**src/rtl/acq_sequencer.sv**
```systemverilog
// Single-pixel-imaging acquisition sequencer: arms on START, latches one photon
// count per DMD pattern edge into memory, then streams stored counts back on READ.
module acq_sequencer #(
    parameter int unsigned N_PATTERNS  = 1000,
    parameter int unsigned CNT_W       = 16,
    parameter int unsigned ADDR_W      = 10,
    parameter int unsigned SYNC_STAGES = 2
) (
    input  logic              clk,
    input  logic              rst_n,
    input  logic              dmd_sig,
    input  logic [CNT_W-1:0]  cmd,
    input  logic              cmd_valid,
    input  logic [CNT_W-1:0]  cnt_in,
    output logic              cnt_clr,
    output logic              mem_we,
    output logic [ADDR_W-1:0] mem_waddr,
    output logic [CNT_W-1:0]  mem_wdata,
    output logic              mem_re,
    output logic [ADDR_W-1:0] mem_raddr,
    input  logic [CNT_W-1:0]  mem_rdata,
    output logic [CNT_W-1:0]  tx_data,
    output logic              busy,
    output logic              done
);

    typedef enum logic [2:0] {
        S_IDLE,
        S_ARM,
        S_ACQ,
        S_DONE,
        S_READ
    } state_t;

    // One extra index bit so the read index can reach N_PATTERNS even when
    // 2**ADDR_W == N_PATTERNS.
    localparam logic [ADDR_W:0] LAST_IDX = (ADDR_W + 1)'(N_PATTERNS - 1);
    localparam logic [ADDR_W:0] NUM_IDX  = (ADDR_W + 1)'(N_PATTERNS);

    state_t            state;
    logic [ADDR_W:0]   idx;
    logic [ADDR_W:0]   ridx;
    logic              sat_flag;
    logic              rd_cap;
    logic [SYNC_STAGES-1:0] sync_q;
    logic              dmd_prev;
    logic              dmd_edge;
    logic              sat_hit;
    logic              cmd_abort;
    logic              cmd_start;
    logic              cmd_read;

    function automatic logic [CNT_W-1:0] status(input logic sat, input logic [1:0] code);
        logic [CNT_W-1:0] s;
        s            = '0;
        s[CNT_W-1]   = sat;
        s[1:0]       = code;
        return s;
    endfunction

    always_ff @(posedge clk or negedge rst_n) begin
        if (!rst_n) begin
            sync_q   <= '0;
            dmd_prev <= 1'b0;
        end else begin
            sync_q   <= {sync_q[SYNC_STAGES-2:0], dmd_sig};
            dmd_prev <= sync_q[SYNC_STAGES-1];
        end
    end

    always_comb begin
        dmd_edge  = sync_q[SYNC_STAGES-1] & ~dmd_prev;
        sat_hit   = dmd_edge && (cnt_in == '1);
        cmd_abort = cmd_valid && (cmd == CNT_W'(0));
        cmd_start = cmd_valid && (cmd == CNT_W'(1));
        cmd_read  = cmd_valid && (cmd == CNT_W'(2));
    end

    always_ff @(posedge clk or negedge rst_n) begin
        if (!rst_n) begin
            state     <= S_IDLE;
            idx       <= '0;
            ridx      <= '0;
            sat_flag  <= 1'b0;
            rd_cap    <= 1'b0;
            cnt_clr   <= 1'b0;
            mem_we    <= 1'b0;
            mem_waddr <= '0;
            mem_wdata <= '0;
            mem_re    <= 1'b0;
            mem_raddr <= '0;
            tx_data   <= '0;
            busy      <= 1'b0;
            done      <= 1'b0;
        end else begin
            cnt_clr <= 1'b0;
            mem_we  <= 1'b0;
            mem_re  <= 1'b0;
            // mem_rdata is valid the cycle after mem_re, so capture one cycle later
            rd_cap  <= mem_re;

            if (cmd_abort) begin
                state   <= S_IDLE;
                busy    <= 1'b0;
                done    <= 1'b0;
                rd_cap  <= 1'b0;
                tx_data <= status(sat_flag, 2'd0);
            end else if (cmd_start && (state == S_IDLE || state == S_DONE)) begin
                state    <= S_ARM;
                idx      <= '0;
                sat_flag <= 1'b0;
                rd_cap   <= 1'b0;
                busy     <= 1'b1;
                done     <= 1'b0;
                tx_data  <= status(1'b0, 2'd1);
            end else begin
                case (state)
                    S_IDLE: begin
                        tx_data <= status(sat_flag, 2'd0);
                    end
                    S_ARM: begin
                        tx_data <= status(sat_flag, 2'd1);
                        if (dmd_edge) begin
                            cnt_clr <= 1'b1;
                            state   <= S_ACQ;
                        end
                    end
                    S_ACQ: begin
                        tx_data <= status(sat_flag | sat_hit, 2'd1);
                        if (dmd_edge) begin
                            mem_we    <= 1'b1;
                            mem_waddr <= idx[ADDR_W-1:0];
                            mem_wdata <= cnt_in;
                            cnt_clr   <= 1'b1;
                            idx       <= idx + 1'b1;
                            if (sat_hit)
                                sat_flag <= 1'b1;
                            if (idx == LAST_IDX) begin
                                state   <= S_DONE;
                                busy    <= 1'b0;
                                done    <= 1'b1;
                                tx_data <= status(sat_flag | sat_hit, 2'd2);
                            end
                        end
                    end
                    S_DONE: begin
                        tx_data <= status(sat_flag, 2'd2);
                        if (rd_cap) begin
                            tx_data <= mem_rdata;
                            ridx    <= (ADDR_W + 1)'(1);
                            state   <= S_READ;
                            done    <= 1'b0;
                        end else if (cmd_read && !mem_re) begin
                            mem_re    <= 1'b1;
                            mem_raddr <= '0;
                        end
                    end
                    S_READ: begin
                        if (rd_cap) begin
                            tx_data <= mem_rdata;
                            ridx    <= ridx + 1'b1;
                        end else if (cmd_read && !mem_re) begin
                            if (ridx < NUM_IDX) begin
                                mem_re    <= 1'b1;
                                mem_raddr <= ridx[ADDR_W-1:0];
                            end else begin
                                state   <= S_IDLE;
                                tx_data <= status(sat_flag, 2'd0);
                            end
                        end
                    end
                    default: begin
                        state <= S_IDLE;
                    end
                endcase
            end
        end
    end

endmodule

```
**config.mk**
```make
export PLATFORM = sky130hd
export DESIGN_NAME = acq_sequencer
export DESIGN_NICKNAME = d
export VERILOG_FILES = /design/src/rtl/acq_sequencer.sv
export SDC_FILE = /design/constraint.sdc
export NUM_CORES = 1
export LEC_CHECK = 0
export CAP_MARGIN = 20
export CORE_AREA = 2 2 116 96
export CTS_BUF_LIST = sky130_fd_sc_hd__clkbuf_4
export DETAILED_ROUTE_END_ITERATION = 8
export DIE_AREA = 0 0 118 98
export PLACE_DENSITY = 0.69
export SYNTH_ARGS = -nofsm -noshare
export SYNTH_HDL_FRONTEND = slang
export SYNTH_SLANG_ARGS = --single-unit
```
**constraint.sdc**
```tcl
create_clock -name clk -period 3.02 [get_ports clk]
set_input_delay 0.604 -clock clk [delete_from_list [all_inputs] [get_ports clk]]
set_output_delay 0.604 -clock clk [all_outputs]
set_load 0.005 [all_outputs]
```
==> impl_results.md <==
* Status: complete, no violations
* # diodes at 0
* Vias per cell at 5.238
* Pwr Total at 0.001912 W
* Setup bufs post-CTS at 0
* # fillers at 939
* #FFs+latches synth at 87
* Crit share post-route at 0.9055
* Final Non-Filler Cells at 659
* Maxcap violations at 0
* Drt pass-1 iters at 5
* Initial core utilization at 0.3858
* Largest cells by area after synthesis: dfrtp_1 (54%), mux2_2 (4.7%), o21ai_0 (4.6%)
* # DRC at 0
* Std cell rows at 34
* Core Footprint at about 11000 µm²
* Port Buffers at 108
* Final setup fails at 0
* Commonest cells post-synth: dfrtp_1 (87), o21ai_0 (37), nand2_1 (28), nor2_1 (25), mux2_2 (17)
* Die Y at 98 µm
* Post-synth cell types at 52
* WL/cell at 14.94 µm
* Leading area contributor after synthesis: dfrtp_1
* Total CTS buffers at 9
* Ys flop type: dfrtp_1
* DRT iter0 DRCs at 197
* Worst Max-Slew Pin Slew at 0.6654 ns
* Delay-heaviest family, CP: simple AND/OR/NAND/NOR gates
* Placed Cells at roughly 640
* CP Max Fanout at 5
* Ys async rst share at 1.000
* Nets at 566
* RePlAce Congestion at 0.9155
* Synth Cell Area at approximately 4000 µm²
* Grt ovf at 0
* Worst min path class: in -> async
* CTS tree: yes
* Fmax at 0.3657 GHz
* Clock buffer depth at 2
* Relative slew slack at 0.5548
* RSZ-0062 raised after global routing: false
* Area Overhead vs Synth at 38.64%
* Antenna violation net count after detailed routing at 0
* Die area at 11560 µm²
* Startpoint types: input port
* WP data arrival at about 3 ns
* Yosys warnings at 0
* Slew Viols, Final at 0
* Synthesized netlist cell count at approximately 380
* Buf+Inv Stages, Crit Path at 1
* Initial antenna violation count at 0
* Root Driver: clkbuf_4
* Vias at 3452
* Worst VDD drop at 0.1778 mV
* CP required at 3.37 ns
* Post-synth EDFFs at 0
* Detailed Place HPWL at 7203 µm
* Clock Sink Count at 87
* CTS hold repair buffers at 0
* Worst-Skew Late Latency at 0.42 ns
* Post_cts resized at 0
* # IOs at 109
* Wirelength, routed at 9843 µm
* Max incr delay on CP at 0.61 ns
* Synth Area per Inst at 10.56 µm²
* Slowest CP cell: or4b_4
* P_leak at roughly 2.5 nW
* Fin. Hold Viols at 0
* Most frequent cell after synthesis: dfrtp_1
* Min cycle time layout at ~2.7 ns
* Power Density at between 300 and 400 nW/µm²
* H-tree depth at 3
* Crit path capture type: flop
* CP Cell Sequence: clkdlybuf4s50_1, or4_4, or4b_4, nor2_8, o2111ai_2, or4_1, a21oi_1
* Share of layout cells above drive strength 1 at 0.1417
* Share of Yosys cell area claimed by the top area cell type at 0.5370
* Register area share after synthesis at 0.5370
* Post-synth net total at 438
* Worst clock skew at 0.01494 ns
* First-pass GRT wire length at 16850 µm
* Hold_ws at 0.1265 ns
* Number of global-route vias before repair at 3442
* Setup Crit Path Kind: in -> reg
* Largest net degree at the start of global routing at 50
* Die W at 118 µm
* Gr usage total at 0.1777
* Reg clk slew, reported paths at 0.13 ns
-- logic make-up after synthesis --
logic type,after synthesis,synth area share
buffers and inverters,35,0.03395
multiplexers,29,0.08025
AND/OR/NAND/NOR,129,0.1744
AO/OA/AOI/OAI,98,0.1596
XOR/XNOR,4,0.008641
flip-flops,87,0.5370
adder cells (fa/ha/maj),2,0.006172
-- placed cells by master (no fill, tap or decap), types with 3 or more instances in the layout --
cell / count
nand2b_1: 4
nor3_1: 6
clkdlybuf4s50_1: 107
nand4_1: 9
and2_1: 4
o211ai_1: 3
a31oi_1: 5
xor2_1: 4
inv_1: 16
or3_1: 4
and3_1: 8
mux2_2: 17
nor4_1: 3
or4_1: 4
nand2_1: 28
clkbuf_4: 10
buf_4: 25
mux2_1: 11
a22o_1: 15
o21a_1: 7
buf_12: 3
o21ai_0: 37
nor2b_1: 3
nor2_1: 25
dfrtp_1: 87
a21oi_1: 14
nand3_1: 16
-- stage by stage --
stage                     area (µm²)  setup TNS [ns]  utilization  worst slack, ns
after floorplan                 4054               0            -           0.2171
after global placement          5483         -0.8067       0.5218          -0.1214
after detailed placement        5483          -1.623       0.5218          -0.1548
after CTS                       5607               0       0.5336           0.2610
after global routing            5620               0       0.5349           0.1868
final                           5620               0       0.5349           0.2855
-- flip-flops by register name (all words and copies together) (netlist names), 2 cells and up --
name,cells
state,3
ridx,11
mem_wdata,16
tx_data,16
mem_waddr,10
sync_q,2
idx,11
mem_raddr,10
-- layer usage --
metal,vias up,GRT usage,share of wire
met5,-,0,0
met2,129,0.2621,0.45
met1,1666,0.2523,0.46
met3,6,0.06425,0.082
met4,0,0.03707,0.0081
li1,1651,-,-
-- power by group --
group / internal [W] / leakage [nW] / total (W) / switching (W)
registers: 0.00117 / 1.14 / 0.00117 / 0.00000179
logic: 0.0000709 / 1.28 / 0.000118 / 0.0000470
clock network: 0.000251 / 0.0620 / 0.000625 / 0.000374
-- layout make-up --
class,instances,area (µm²),area share
clock buffers,10,75.07,0.01336
clock inverters,4,48.80,0.008682
inverters,16,60.06,0.01069
multi-input cells,262,1747,0.3108
flip-flops and latches,87,2177,0.3874
well taps,144,180.2,0.03206
repair buffers,136,1333,0.2371
-- worst paths after layout --
kind	endpoint	slack (ns)	depth (start not counted)	from
max in group asynchronous	mem_raddr[4]	2.25	2	rst_n
worst max-delay path	idx[10]	0.29	7	cmd[3]
worst min-delay path	tx_data[9]	0.13	1	rst_n
worst max register to register	ridx[5]	0.47	6	state[1]
min in group clk	sync_q[1]	0.37	0	sync_q[0]
worst min register to register	sync_q[1]	0.37	0	sync_q[0]
(Power assumes the default switching activity.)
